[src/rtl/vfu_mbus_arb.sv]
// Round-robin merge of NUM_CH single-beat requesters onto one AXI-style mbus port.
// Per-direction order FIFOs steer each r beat / b response back to its issuing channel.
module vfu_mbus_arb #(
    parameter int NUM_CH      = 2,
    parameter int ADDR_WIDTH  = 32,
    parameter int DATA_WIDTH  = 64,
    parameter int OUTSTANDING = 8
) (
    input  logic                           clk,
    input  logic                           reset,
    input  logic [NUM_CH-1:0]              ch_req_valid,
    output logic [NUM_CH-1:0]              ch_req_ready,
    input  logic [NUM_CH-1:0]              ch_req_we,
    input  logic [NUM_CH*ADDR_WIDTH-1:0]   ch_req_addr,
    input  logic [NUM_CH*DATA_WIDTH-1:0]   ch_req_wdata,
    input  logic [NUM_CH*DATA_WIDTH/8-1:0] ch_req_strb,
    output logic [NUM_CH-1:0]              ch_rd_valid,
    output logic [DATA_WIDTH-1:0]          ch_rd_data,
    output logic [NUM_CH-1:0]              ch_wr_done,
    output logic                           ch_wr_err,
    output logic [ADDR_WIDTH-1:0]          mbus_ar_addr,
    output logic                           mbus_ar_valid,
    input  logic                           mbus_ar_ready,
    input  logic [DATA_WIDTH-1:0]          mbus_r_data,
    input  logic                           mbus_r_valid,
    output logic                           mbus_r_ready,
    output logic [ADDR_WIDTH-1:0]          mbus_aw_addr,
    output logic                           mbus_aw_valid,
    input  logic                           mbus_aw_ready,
    output logic [DATA_WIDTH-1:0]          mbus_w_data,
    output logic [DATA_WIDTH/8-1:0]        mbus_w_strb,
    output logic                           mbus_w_valid,
    input  logic                           mbus_w_ready,
    input  logic [1:0]                     mbus_b_resp,
    input  logic                           mbus_b_valid,
    output logic                           mbus_b_ready,
    output logic                           protocol_err
);
    localparam int SW = DATA_WIDTH / 8;
    localparam int CW = $clog2(NUM_CH);
    localparam int PW = $clog2(OUTSTANDING);
    localparam logic [CW:0] NCH = (CW+1)'(NUM_CH);

    logic [CW-1:0]         rr_q, rr_d;
    logic                  ar_valid_q, ar_valid_d;
    logic                  aw_valid_q, aw_valid_d;
    logic                  w_valid_q, w_valid_d;
    logic [ADDR_WIDTH-1:0] ar_addr_q, ar_addr_d;
    logic [ADDR_WIDTH-1:0] aw_addr_q, aw_addr_d;
    logic [DATA_WIDTH-1:0] w_data_q, w_data_d;
    logic [SW-1:0]         w_strb_q, w_strb_d;
    logic                  perr_q, perr_d;

    logic [CW-1:0] rd_ids_q [OUTSTANDING];
    logic [CW-1:0] wr_ids_q [OUTSTANDING];
    logic [PW-1:0] rd_wp_q, rd_rp_q, wr_wp_q, wr_rp_q;
    logic [PW:0]   rd_cnt_q, rd_cnt_d, wr_cnt_q, wr_cnt_d;

    logic              rd_ok, wr_ok;
    logic [NUM_CH-1:0] elig;
    logic              gnt_found;
    logic [CW-1:0]     gnt_idx;
    logic [CW:0]       cand;
    logic              gnt_we, rd_push, wr_push, r_fire, b_fire;
    logic [CW-1:0]     rd_head, wr_head;

    // Full is judged on the registered count, so a same-cycle pop never frees a slot early.
    assign rd_ok = (!ar_valid_q || mbus_ar_ready) && !rd_cnt_q[PW];
    assign wr_ok = (!aw_valid_q || mbus_aw_ready) && (!w_valid_q || mbus_w_ready) && !wr_cnt_q[PW];

    assign mbus_r_ready = (rd_cnt_q != '0);
    assign mbus_b_ready = (wr_cnt_q != '0);
    assign r_fire       = mbus_r_valid && mbus_r_ready;
    assign b_fire       = mbus_b_valid && mbus_b_ready;
    assign rd_head      = rd_ids_q[rd_rp_q];
    assign wr_head      = wr_ids_q[wr_rp_q];
    assign ch_rd_data   = mbus_r_data;
    assign ch_wr_err    = b_fire && (mbus_b_resp != 2'b00);

    generate
        for (genvar gi = 0; gi < NUM_CH; gi++) begin : g_ch
            assign elig[gi]         = ch_req_valid[gi] && (ch_req_we[gi] ? wr_ok : rd_ok);
            assign ch_req_ready[gi] = gnt_found && (gnt_idx == CW'(gi));
            assign ch_rd_valid[gi]  = r_fire && (rd_head == CW'(gi));
            assign ch_wr_done[gi]   = b_fire && (wr_head == CW'(gi));
        end
    endgenerate

    always_comb begin
        gnt_found = 1'b0;
        gnt_idx   = '0;
        cand      = '0;
        for (int k = 0; k < NUM_CH; k++) begin
            cand = {1'b0, rr_q} + (CW+1)'(k);
            if (cand >= NCH) cand = cand - NCH;
            if (!gnt_found && elig[cand[CW-1:0]]) begin
                gnt_found = 1'b1;
                gnt_idx   = cand[CW-1:0];
            end
        end
        // No acceptance may be signalled while reset is held.
        if (reset) gnt_found = 1'b0;
    end

    assign gnt_we  = ch_req_we[gnt_idx];
    assign rd_push = gnt_found && !gnt_we;
    assign wr_push = gnt_found && gnt_we;

    always_comb begin
        rr_d       = rr_q;
        ar_valid_d = mbus_ar_ready ? 1'b0 : ar_valid_q;
        aw_valid_d = mbus_aw_ready ? 1'b0 : aw_valid_q;
        w_valid_d  = mbus_w_ready  ? 1'b0 : w_valid_q;
        ar_addr_d  = ar_addr_q;
        aw_addr_d  = aw_addr_q;
        w_data_d   = w_data_q;
        w_strb_d   = w_strb_q;
        perr_d     = perr_q || (mbus_r_valid && !mbus_r_ready) || (mbus_b_valid && !mbus_b_ready);
        if (gnt_found) begin
            rr_d = (gnt_idx == CW'(NUM_CH - 1)) ? '0 : gnt_idx + CW'(1);
        end
        if (rd_push) begin
            ar_valid_d = 1'b1;
            ar_addr_d  = ch_req_addr[gnt_idx*ADDR_WIDTH +: ADDR_WIDTH];
        end
        if (wr_push) begin
            aw_valid_d = 1'b1;
            w_valid_d  = 1'b1;
            aw_addr_d  = ch_req_addr[gnt_idx*ADDR_WIDTH +: ADDR_WIDTH];
            w_data_d   = ch_req_wdata[gnt_idx*DATA_WIDTH +: DATA_WIDTH];
            w_strb_d   = ch_req_strb[gnt_idx*SW +: SW];
        end
        rd_cnt_d = rd_cnt_q;
        if (rd_push && !r_fire) rd_cnt_d = rd_cnt_q + (PW+1)'(1);
        else if (!rd_push && r_fire) rd_cnt_d = rd_cnt_q - (PW+1)'(1);
        wr_cnt_d = wr_cnt_q;
        if (wr_push && !b_fire) wr_cnt_d = wr_cnt_q + (PW+1)'(1);
        else if (!wr_push && b_fire) wr_cnt_d = wr_cnt_q - (PW+1)'(1);
    end

    always_ff @(posedge clk or posedge reset) begin
        if (reset) begin
            rr_q       <= '0;
            ar_valid_q <= 1'b0;
            aw_valid_q <= 1'b0;
            w_valid_q  <= 1'b0;
            ar_addr_q  <= '0;
            aw_addr_q  <= '0;
            w_data_q   <= '0;
            w_strb_q   <= '0;
            perr_q     <= 1'b0;
            rd_wp_q    <= '0;
            rd_rp_q    <= '0;
            wr_wp_q    <= '0;
            wr_rp_q    <= '0;
            rd_cnt_q   <= '0;
            wr_cnt_q   <= '0;
        end else begin
            rr_q       <= rr_d;
            ar_valid_q <= ar_valid_d;
            aw_valid_q <= aw_valid_d;
            w_valid_q  <= w_valid_d;
            ar_addr_q  <= ar_addr_d;
            aw_addr_q  <= aw_addr_d;
            w_data_q   <= w_data_d;
            w_strb_q   <= w_strb_d;
            perr_q     <= perr_d;
            rd_cnt_q   <= rd_cnt_d;
            wr_cnt_q   <= wr_cnt_d;
            if (rd_push) rd_wp_q <= rd_wp_q + PW'(1);
            if (r_fire)  rd_rp_q <= rd_rp_q + PW'(1);
            if (wr_push) wr_wp_q <= wr_wp_q + PW'(1);
            if (b_fire)  wr_rp_q <= wr_rp_q + PW'(1);
        end
    end

    // Order-FIFO storage carries no reset; validity is defined by the counters alone.
    always_ff @(posedge clk) begin
        if (rd_push) rd_ids_q[rd_wp_q] <= gnt_idx;
        if (wr_push) wr_ids_q[wr_wp_q] <= gnt_idx;
    end

    assign mbus_ar_addr  = ar_addr_q;
    assign mbus_ar_valid = ar_valid_q;
    assign mbus_aw_addr  = aw_addr_q;
    assign mbus_aw_valid = aw_valid_q;
    assign mbus_w_data   = w_data_q;
    assign mbus_w_strb   = w_strb_q;
    assign mbus_w_valid  = w_valid_q;
    assign protocol_err  = perr_q;
endmodule

[config.mk]
export PLATFORM = sky130hd
export DESIGN_NAME = vfu_mbus_arb
export DESIGN_NICKNAME = d
export VERILOG_FILES = /design/src/rtl/vfu_mbus_arb.sv
export SDC_FILE = /design/constraint.sdc
export NUM_CORES = 1
export LEC_CHECK = 0
export ABC_AREA = 1
export CORE_AREA = 5 5 191 193
export DETAILED_ROUTE_END_ITERATION = 8
export DIE_AREA = 0 0 196 198
export DONT_BUFFER_PORTS = 1
export GPL_TIMING_DRIVEN = 0
export HOLD_SLACK_MARGIN = 0.02
export PLACE_DENSITY = 0.51
export SKIP_CTS_REPAIR_TIMING = 1
export SLEW_MARGIN = 20
export SYNTH_ARGS = -nofsm -noshare
export SYNTH_HDL_FRONTEND = slang
export SYNTH_SLANG_ARGS = --single-unit
[constraint.sdc]
create_clock -name clk -period 11.9 [get_ports clk]
set_clock_uncertainty 0.1 [all_clocks]
set_input_delay 1.19 -clock clk [delete_from_list [all_inputs] [get_ports clk]]
set_output_delay 1.19 -clock clk [all_outputs]
set_load 0.02 [all_outputs]
==> summary.md <==
| Metric | Value |
|---|---|
| Outcome | finished clean |
| Required @ worst endpoint | about 11 ns |
| CTS Buf Count | 17 |
| Vias | 8255 |
| # nets final | between 1500 and 2000 |
| Clock slew at reported path FFs | 0.07 ns |
| Clock Sinks | 177 |
| Final Util | between 30% and 40% |
| Longest Clk Path Bufs | 2 |
| CP Launch Type | input pin |
| Routed wire per std cell | slightly above 20 um |
| Vias in the first global route | approximately 8000 |
| RSZ-0062 raised after global routing | false |
| Critical-path cell list | inv_1 > nand2_1 > nand2_1 > a21oi_2 > nand3_2 > nand2_2 > clkbuf_1 > nand2_1 > inv_1 |
| Largest net degree at the start of global routing | 94 |
| Synth area leader | dfrtp_1 |
| WL final | approximately 35000 um |
| Maximum vdd drop | 0.0001101 V |
| First-pass GRT wire length | approximately 50000 um |
| Vias/cell | roughly 4.8 |
| ANT nets after route | 0 |
| Switch share | between 40 and 50% |
| Initial antenna violation count | 3 |
| Final slew viol count | 0 |
| Worst Hold Class | reg2reg |
| Max_cap viols | 0 |
| Layout Cells excl Fill | around 1700 |
| Rel. slew slack | around half |
| Worst Tran Pin Value | just under 0.8 ns |
| Lkg Pwr | roughly 5.6 nW |
| Number of port buffers | 0 |
| Fmax | ~0.23 GHz |
| Post-route minimum period | about 4.4 ns |
| Routability cong. | between 0.8 and 0.9 |
| Sequential power share | about half |
| Post-Syn Instances | 1233 |
| Io pins | between 400 and 500 |
| GRT overflow | 0 |
| Crit. End Element | output pin |
| Most common cell in the synthesized netlist | nand2_1 |
| Yosys warnings | 0 |
| Ys flop type | dfrtp_1 |
| Fin crit share | 37.18% |
| Bufs and invs on worst path | 3 |
| Crit path largest cell delay | 0.51 ns |
| Die X | 196 um |
| Synthesized cell area | 9395 sq um |
| Most frequent CP cell | nand2_1 |
| Combinational share of power | roughly 30% |
| Remaining DRCs | 0 |
| Post-synth ARST share | slightly above 90% |
| Placed insts | approximately 1700 |
| Hold Vio Cnt, Final | 0 |
| Top-area cell type share of the netlist area | 42.88% |
| #FFs+latches synth | approximately 180 |
| Syn Area/Cell | between 7 and 8 sq um |
| P_sw | approximately 0.0013 W |
| Power Density | around 260 nW/um^2 |
| Slowest CP cell | clkbuf_1 |
| Sequential share of the synthesized area | ~48% |
| Layout cell share with drive strength beyond 1 | about an eighth |
| Root Driver | clkbuf_16 |
| Core Area | between 30000 and 40000 sq um |
| Setup Crit Path Kind | in2out |
| Critical path arrival | about 3.1 ns |
| Std cell rows | 68 |
| Top cells by count, synth | nand2_1 (532), nand3_1 (259), dfrtp_1 (161) |
| CTS tree | done |
| Later-pin clock latency in the skew report | between 0.4 and 0.5 ns |
| Internal | approximately 0.0015 W |
| Total Routing Usage GR | ~17% |
| Clock share of power | about a fifth |
| Area contributors post-synth | dfrtp_1 (43%), nand2_1 (21%), nand3_1 (14%), buf_4 (5.5%), edfxtp_1 (5.1%) |
| Distinct cells, synth | 27 |
| Die area | between 30000 and 40000 sq um |
| Worst Path Max Fanout | 10 |
| H-Tree Depth | 4 |
| Delay-heaviest family, CP | simple AND/OR/NAND/NOR gates |
| Post-DP HPWL | between 20000 and 30000 um |
| DRT Pass-1 Iters | 5 |
| EDFF count, synth | 16 |
| Area grow syn2layout | 13.09% |
| Die height | a little under 200 um |
| Drt first-iter violations | 406 |
| Initial Util | 27.33% |
| Setup slack after layout | 7.476 ns |
| Setup violators final | 0 |
| Setup WS pre-CTS | approximately 7.1 ns |
| Mapped Nets | between 1500 and 2000 |
| Setup TNS Final | 0 ns |
==> registers in the layout (all words and copies together), names as in the netlist, 3 cells and up <==
name	count
mbus_ar_addr	32
mbus_aw_addr	32
mbus_w_data	64
mbus_w_strb	8
rd_cnt_q	4
rd_ids_q	8
rd_rp_q	3
rd_wp_q	3
wr_cnt_q	4
wr_ids_q	8
wr_rp_q	3
wr_wp_q	3
==> cells by family (layout without fill, tap and decap cells) <==
family,Yosys count,after routing,share of synthesized area [%]
and+or+nand+nor,836,836,37.14
DFF,177,177,48.00
buffers and inverters,171,204,10.08
AOI/OAI and AO/OA,19,19,1.212
adders and majority gates,12,12,1.758
xor gates and xnor gates,12,12,1.119
muxes,6,6,0.6925
other,0,3,0
==> worst paths after layout <==
kind,startpoint,end,slack (ns),cells past startpoint
max in group asynchronous,reset,mbus_w_data[39],10.30,2
min,wr_cnt_q[2],wr_cnt_q[2],0.43,2
min reg2reg,wr_cnt_q[2],wr_cnt_q[2],0.43,2
min in group asynchronous,reset,mbus_ar_addr[1],0.59,1
max,mbus_ar_ready,ch_req_ready[0],7.48,9
max reg2reg,mbus_ar_valid,wr_cnt_q[3],7.91,19
==> routing by layer <==
layer / global-route usage, % / wire length, um / part of all wire [%] / vias up
met3: 5.275 / 2762 / 7.9 / 28
li1: - / - / - / 3943
met1: 22.03 / 14460 / 42 / 3939
met5: 0 / 0 / 0 / -
met4: 4.138 / 544 / 1.6 / 0
met2: 28.12 / 17000 / 49 / 345
==> through the flow <==
step | hold slack [ns] | instance area [sq um] | power, W
after floorplan | 0.3787 | 9395 | 0.001892
after global placement | 0.4078 | 9965 | 0.002191
after detailed placement | 0.4075 | 10000 | 0.002209
after CTS | 0.4254 | 10620 | 0.002819
after global routing | 0.4486 | 10620 | 0.002976
final | 0.4259 | 10630 | 0.002774
==> cell usage in the layout (no fill, tap or decap), types with 2 or more instances in the layout <==
cell / instances
a21o_1: 2
a21oi_1: 5
buf_1: 9
buf_2: 37
buf_4: 69
bufinv_16: 2
clkbuf_1: 29
clkbuf_16: 17
clkinv_8: 2
clkinvlp_4: 3
dfrtp_1: 161
diode_2: 3
edfxtp_1: 16
fa_1: 2
ha_1: 10
inv_1: 25
inv_6: 4
inv_8: 4
mux2_2: 4
mux2i_1: 2
nand2_1: 532
nand2_2: 4
nand3_1: 259
nor2_1: 38
o21ai_0: 7
o22ai_1: 2
o32ai_1: 2
xnor2_1: 4
xor2_1: 8
==> power by group through the flow <==
stage               registers, W  logic (W)  clock network, W
floorplan                0.00126   0.000629                 0
global placement         0.00137   0.000820                 0
finish                   0.00135   0.000826          0.000595
CTS                      0.00136   0.000840          0.000617
global route             0.00138   0.000953          0.000640
detailed placement       0.00137   0.000840                 0
==> worst min-delay path, stage by stage (launching register included) <==
cell and delay (ns):
dfrtp_1 0.37, nand2_1 0.05, o21ai_0 0.07
==> final cells by class <==
class	count	area [sq um]
fill	3698	23750
sequential	177	4509
multi-input combinational	885	3939
buffer	144	845.8
tap	455	569.3
clock buffer	17	425.4
clock inverter	15	192.7
inverter	27	108.9
timing repair buffer	1	27.53
antenna	3	7.507
Power figures use the tool's default switching activity.
